### src/rtl/serial_pkg.sv
// Shared line levels and FSM state encoding for serial_rx and its serializer.
// SERIAL_RX_PARITY_EN adds the PARITY state to the encoding.
package serial_pkg;

  localparam logic START_LVL = 1'b1;
  localparam logic STOP_LVL  = 1'b0;
  localparam logic IDLE_LVL  = 1'b0;

  typedef enum logic [1:0] {
    ST_IDLE   = 2'd0,
    ST_DATA   = 2'd1,
`ifdef SERIAL_RX_PARITY_EN
    ST_PARITY = 2'd2,
`endif
    ST_STOP   = 2'd3
  } state_t;

endpackage

### src/rtl/serial_rx.sv
// Serial frame receiver: start 1, WIDTH data bits MSB first, stop 0.
// Ports: clk, rst_n (async low), i_bit line in; o_data last good word,
// o_data_vld / o_frame_err one-cycle pulses, o_busy while not IDLE.
// Macro SERIAL_RX_PARITY_EN inserts an even-parity bit before stop.
module serial_rx
  import serial_pkg::*;
#(
  parameter int WIDTH = 8
) (
  input  logic             clk,
  input  logic             rst_n,
  input  logic             i_bit,
  output logic [WIDTH-1:0] o_data,
  output logic             o_data_vld,
  output logic             o_frame_err,
  output logic             o_busy
);

  localparam int CW = $clog2(WIDTH + 1);
  localparam logic [CW-1:0] LAST = CW'(WIDTH - 1);

  state_t           state;
  logic [CW-1:0]    cnt;
  logic [WIDTH-1:0] shreg;
  logic             bad;

`ifdef SERIAL_RX_PARITY_EN
  logic par_err;
  assign bad = par_err;
`else
  assign bad = 1'b0;
`endif

  assign o_busy = (state != ST_IDLE);

  always_ff @(posedge clk or negedge rst_n) begin
    if (!rst_n) begin
      state       <= ST_IDLE;
      cnt         <= '0;
      shreg       <= '0;
      o_data      <= '0;
      o_data_vld  <= 1'b0;
      o_frame_err <= 1'b0;
`ifdef SERIAL_RX_PARITY_EN
      par_err     <= 1'b0;
`endif
    end else begin
      o_data_vld  <= 1'b0;
      o_frame_err <= 1'b0;
      unique case (state)
        ST_IDLE: begin
          if (i_bit == START_LVL) begin
            state <= ST_DATA;
            cnt   <= '0;
          end
        end
        ST_DATA: begin
          shreg <= {shreg[WIDTH-2:0], i_bit};
          cnt   <= cnt + 1'b1;
          if (cnt == LAST) begin
`ifdef SERIAL_RX_PARITY_EN
            state <= ST_PARITY;
`else
            state <= ST_STOP;
`endif
          end
        end
`ifdef SERIAL_RX_PARITY_EN
        ST_PARITY: begin
          // even parity: data plus parity bit must XOR to zero
          par_err <= ^{shreg, i_bit};
          state   <= ST_STOP;
        end
`endif
        ST_STOP: begin
          // always back to IDLE; a bad stop 1 is not a start bit
          state <= ST_IDLE;
          if (i_bit == STOP_LVL && !bad) begin
            o_data     <= shreg;
            o_data_vld <= 1'b1;
          end else begin
            o_frame_err <= 1'b1;
          end
        end
        default: state <= ST_IDLE;
      endcase
    end
  end

endmodule
### config.mk
export PLATFORM = sky130hd
export DESIGN_NAME = serial_rx
export DESIGN_NICKNAME = d
export VERILOG_FILES = /design/src/rtl/serial_pkg.sv /design/src/rtl/serial_rx.sv
export SDC_FILE = /design/constraint.sdc
export NUM_CORES = 1
export LEC_CHECK = 0
export BUFFER_PORTS_ARGS = -buffer_cell sky130_fd_sc_hd__buf_2
export CAP_MARGIN = 25
export CORE_MARGIN = 2
export CORE_UTILIZATION = 53
export CTS_CLUSTER_DIAMETER = 120
export DETAILED_ROUTE_END_ITERATION = 16
export PLACE_DENSITY_LB_ADDON = 0.15
export SYNTH_ARGS = -nofsm -noshare
export SYNTH_HDL_FRONTEND = slang
export SYNTH_SLANG_ARGS = --single-unit
### constraint.sdc
create_clock -name clk -period 1.55 [get_ports clk]
set_clock_uncertainty 0.05 [all_clocks]
set_input_delay 0.2325 -clock clk [delete_from_list [all_inputs] [get_ports clk]]
set_output_delay 0.2325 -clock clk [all_outputs]
set_load 0.01 [all_outputs]
**After elaboration in Yosys (flattened, before gate mapping)**

Index checks and enable logic that the tools add are counted.

- Bits in registers: 24
- Bits of input ports: 3

- Add/sub/neg operators: 1
- Equal/unequal tests: 5
- Muxes and demuxes: 9
- Bitwise logic cells: 1
- Reduce and logical (&&, ||, !) cells: 6

Operators with widths:

| kind | count |
|---|---|
| 4-bit one-hot mux with 2 select lines | 1 |
| 2-bit AND reduction | 3 |
| 4-bit by 1-bit adder with 4-bit output, second input constant | 1 |
| 4-bit by 3-bit equality test with 1-bit output, second input constant | 1 |
| 1-bit 2-to-1 mux | 4 |
| 2-bit 2-to-1 mux | 2 |
| 4-bit 2-to-1 mux | 1 |
| 2-bit inequality test, second input constant | 2 |
| 2-bit one-hot mux with 2 select lines | 1 |
| 2-bit nonzero test | 2 |
| 2-bit by 1-bit equality test with 1-bit output, second input constant | 1 |
| 2-bit equality test, second input constant | 1 |
| 2-bit zero test | 1 |
| 1-bit inverter | 1 |

**Logic depth before layout (Yosys ltp)**

- Depth in word-level cells: 3
- Mapped depth: 4

**Worst setup path before layout**

Ideal clock, no wire load.

- Kind: reg2reg
- Start: reg state[1]
- End: reg o_data[0]
- Setup time: 0.125 ns
- Data arrival time: 0.928 ns
- Required time: 1.375 ns
- Slack: 0.447 ns
- Cell stages (with the launch flop): 3
- Buffers on the path: 0
- Clock period less this slack: 1.103 ns
- Path through: dfrtp_1 nand3b_4 mux2_2

- Cells in the longest elaborated chain, start to end: 2

RTL lines:

| element | RTL line | text |
|---|---|---|
| start: declaration | serial_rx.sv:22 | `state_t state;` |
| start signal: assignment | serial_rx.sv:38 | `state <= ST_IDLE;` |
| start signal: assignment | serial_rx.sv:53 | `state <= ST_DATA;` |
| start signal: assignment | serial_rx.sv:64 | `state <= ST_STOP;` |
| 2-bit equality test | serial_rx.sv:50 | `unique case (state)` |
| 2-bit AND reduction (no source line) | -- |  |
| end signal: assignment | serial_rx.sv:79 | `o_data <= shreg;` |
| end: declaration | serial_rx.sv:13 | `output logic [WIDTH-1:0] o_data,` |

Every way passes these cells.
A chain may end at the register's enable or synchronous reset.

**Worst setup path in the final report**

- Start: reg state[0]
- End: out o_busy

- Cells in the longest elaborated chain, start to end: 1

RTL lines:

| element | RTL line | text |
|---|---|---|
| 2-bit nonzero test | serial_rx.sv:34 | `assign o_busy = (state != ST_IDLE);` |
| end: declaration | serial_rx.sv:16 | `output logic o_busy` |

Every way passes these cells.

==> flow_metrics.tcl <==
set metrics [dict create \
    min_path_cells 3 \
    required_ns 1.27 \
    r2r-end "cnt[3]" \
    p_leak_nw 0.599 \
    fp-row-count 15 \
    tightest_slew_ns 0.513 \
    clock_latency_ns 0.30 \
    worstPathMaxFanout 3 \
    tritoncts "built" \
    routed_wl_mm 1.45 \
    cts_buffers 3 \
    via_per_inst 4.98 \
    synth_top_flop_cell "dfrtp_1" \
    io_buffers 13 \
    ant_nets 0 \
    synth-seq-area-share 0.633 \
    antenna_found_initial 0 \
    finalCritPeriodShare 0.942 \
    gr-total-overflow 0 \
    min_path_type "in2reg" \
    clock_sinks 24 \
    tns_ns 0 \
    hold_start "i_bit" \
    path_class "reg2out" \
    dieWidth_um 46.3 \
    layout-drive-gt1-share 0.350 \
    clk_pin_slew_ns 0.12 \
    fin_crit_ns 1.46 \
    grt_pass1_vias 529 \
    drc 0 \
    synthCells 80 \
    hold_end "shreg[0]" \
    gp_congestion 0.735 \
    cts_root_buf "clkbuf_4" \
    diodes 0 \
    start_util 0.555 \
    syn-cell-area_um2 948 \
    die_area_um2 2140 \
    clk_path_buf_depth 2 \
    power_density_nw_per_um2 2100 \
    rr_startpoint "state[0]" \
    sequentialPowerShare 0.455 \
    ir_worst_vdd_uv 1040 \
    synth_most_common_cell "nand2_1" \
    synth_nets 84 \
    track_usage 0.158 \
    synth_top_area_share 0.633 \
    fp.dieH_um 46.3 \
    p_switching_w 0.000782 \
    ys_warn_count 0 \
    hold_violations 0 \
    nNetsFinal 105 \
    slew_headroom 0.658 \
    synthTopCellsByCount "nand2_1, dfrtp_1, mux2_2" \
    area_growth_pct 18.5 \
    ys_types 20 \
    pwr-share-comb 0.359 \
    rsz0062_at_grt "false" \
    grt_pass1_wl_mm 2.32 \
    syn_area_per_cell_um2 11.9 \
    start_kind "register" \
    final-setup-viol-count 0 \
    synth_edf_count 0 \
    grt_max_degree 25 \
    max_freq_mhz 685 \
    wire_per_inst_um 11.6 \
    async_reset_ff_frac 1.00 \
    crit_path_end_kind "primary output" \
    cp.arrival_ns 1.18 \
    p_clk_frac 0.186 \
    outcome "finished clean" \
    dp_hpwl_um 931 \
    switching_share 0.332 \
    io_pins 14 \
    r2r_setup_slack_ns 0.25 \
    drt_pass1_iterations 4 \
    final_util 0.658 \
    ys_top_cells_by_area "dfrtp_1, nand2_1, mux2_2, nand3b_4, nor3b_1" \
    dr.first_iter.drc_count 4 \
    vias 622 \
    htreeDepth 1 \
    synth_top_area_cell "dfrtp_1" \
    drv_slew 0 \
    maxCapViolCount 0 \
    ff2ff_path_depth 4 \
    ys_ff_latch 24 \
    core_area_um2 1710 \
    internal-power_w 0.00157 \
]
layout make-up:
type	instances	area, um^2
sequential	24	603
tap	25	31.3
inverter	3	11.3
timing repair buffer	18	105
clock buffer	3	22.5
multi-input combinational	51	320
clock inverter	1	30.0
fill	142	584
routing by layer:
| layer | vias to the layer above | routed length [um] | share of wire | track usage |
|---|---|---|---|---|
| met5 | - | 0 | 0 | 0 |
| met4 | 0 | 33 | 0.023 | 0.0857 |
| met3 | 5 | 37 | 0.025 | 0.0353 |
| met2 | 14 | 659 | 0.45 | 0.214 |
| met1 | 299 | 723 | 0.50 | 0.234 |
| li1 | 304 | - | - | - |
cell usage in the layout, fill, tap and decap left out, drive strengths merged, types with 2 or more instances in the layout:
| cell | Yosys | routed |
|---|---|---|
| nand2 | 27 | 27 |
| dfrtp | 24 | 24 |
| buf | 2 | 17 |
| mux2 | 8 | 8 |
| inv | 3 | 3 |
| clkbuf | 0 | 3 |
| o21ai | 3 | 3 |
| nor3b | 2 | 2 |
repair_timing:
action                                  in CTS  in global routing
gates resized for setup                      0                  2
buffers inserted                             0                  4
hold buffers                                 1                  0
endpoints found under the hold margin       24                  0
endpoints found under the setup margin       0                  1
power groups by stage:
stage / Sequential [W] / Combinational (W) / Clock (W)
2_1_floorplan: 0.00113 / 0.000549 / 0
3_3_place_gp: 0.00110 / 0.000759 / 0
3_5_place_dp: 0.00111 / 0.000771 / 0
4_1_cts: 0.00109 / 0.000779 / 0.000458
5_1_grt: 0.00111 / 0.000977 / 0.000486
6_report: 0.00107 / 0.000846 / 0.000438
per-stage QoR:
step           area [um^2]  std cells  setup WS, ns  power [W]  hold slack, ns
3_5_place_dp          1030        116         0.327    0.00188           0.188
2_1_floorplan          948         80         0.447    0.00167          -0.113
3_3_place_gp          1030        116         0.386    0.00185           0.185
6_report              1120        125        0.0894    0.00235           0.114
5_1_grt               1120        125        0.0455    0.00257           0.101
4_1_cts               1090        121       0.00503    0.00233           0.103
state kept, by name (all words and copies together), names as in the netlist:
| name | cells |
|---|---|
| cnt | 4 |
| o_frame_err | 1 |
| shreg | 8 |
| state | 2 |
| o_data | 8 |
| o_data_vld | 1 |
worst max-delay path by stage:
stage	startpoint	endpoint	slack (ns)	cells past startpoint
floorplan	state[1]	o_data[0]	0.45	2
global placement	state[1]	o_busy	0.39	2
detailed placement	state[0]	state[1]	0.33	3
CTS	state[1]	o_busy	0.005	2
global route	state[0]	o_busy	0.05	2
finish	state[0]	o_busy	0.09	2
critical path, stage by stage (launching register included):
cell,delay (ns)
dfrtp_2,0.43
or2_2,0.30
buf_2,0.14
kinds of logic (layout without fill, tap and decap cells):
group,count (synthesis),after routing,synth area share
adder cells (fa/ha/maj),1,1,0.0132
AND/OR/NAND/NOR,35,35,0.185
buffers and inverters,5,25,0.0290
multiplexers,8,8,0.0950
AO/OA/AOI/OAI,7,7,0.0449
flip-flops,24,24,0.633
(Power assumes the default switching activity.)
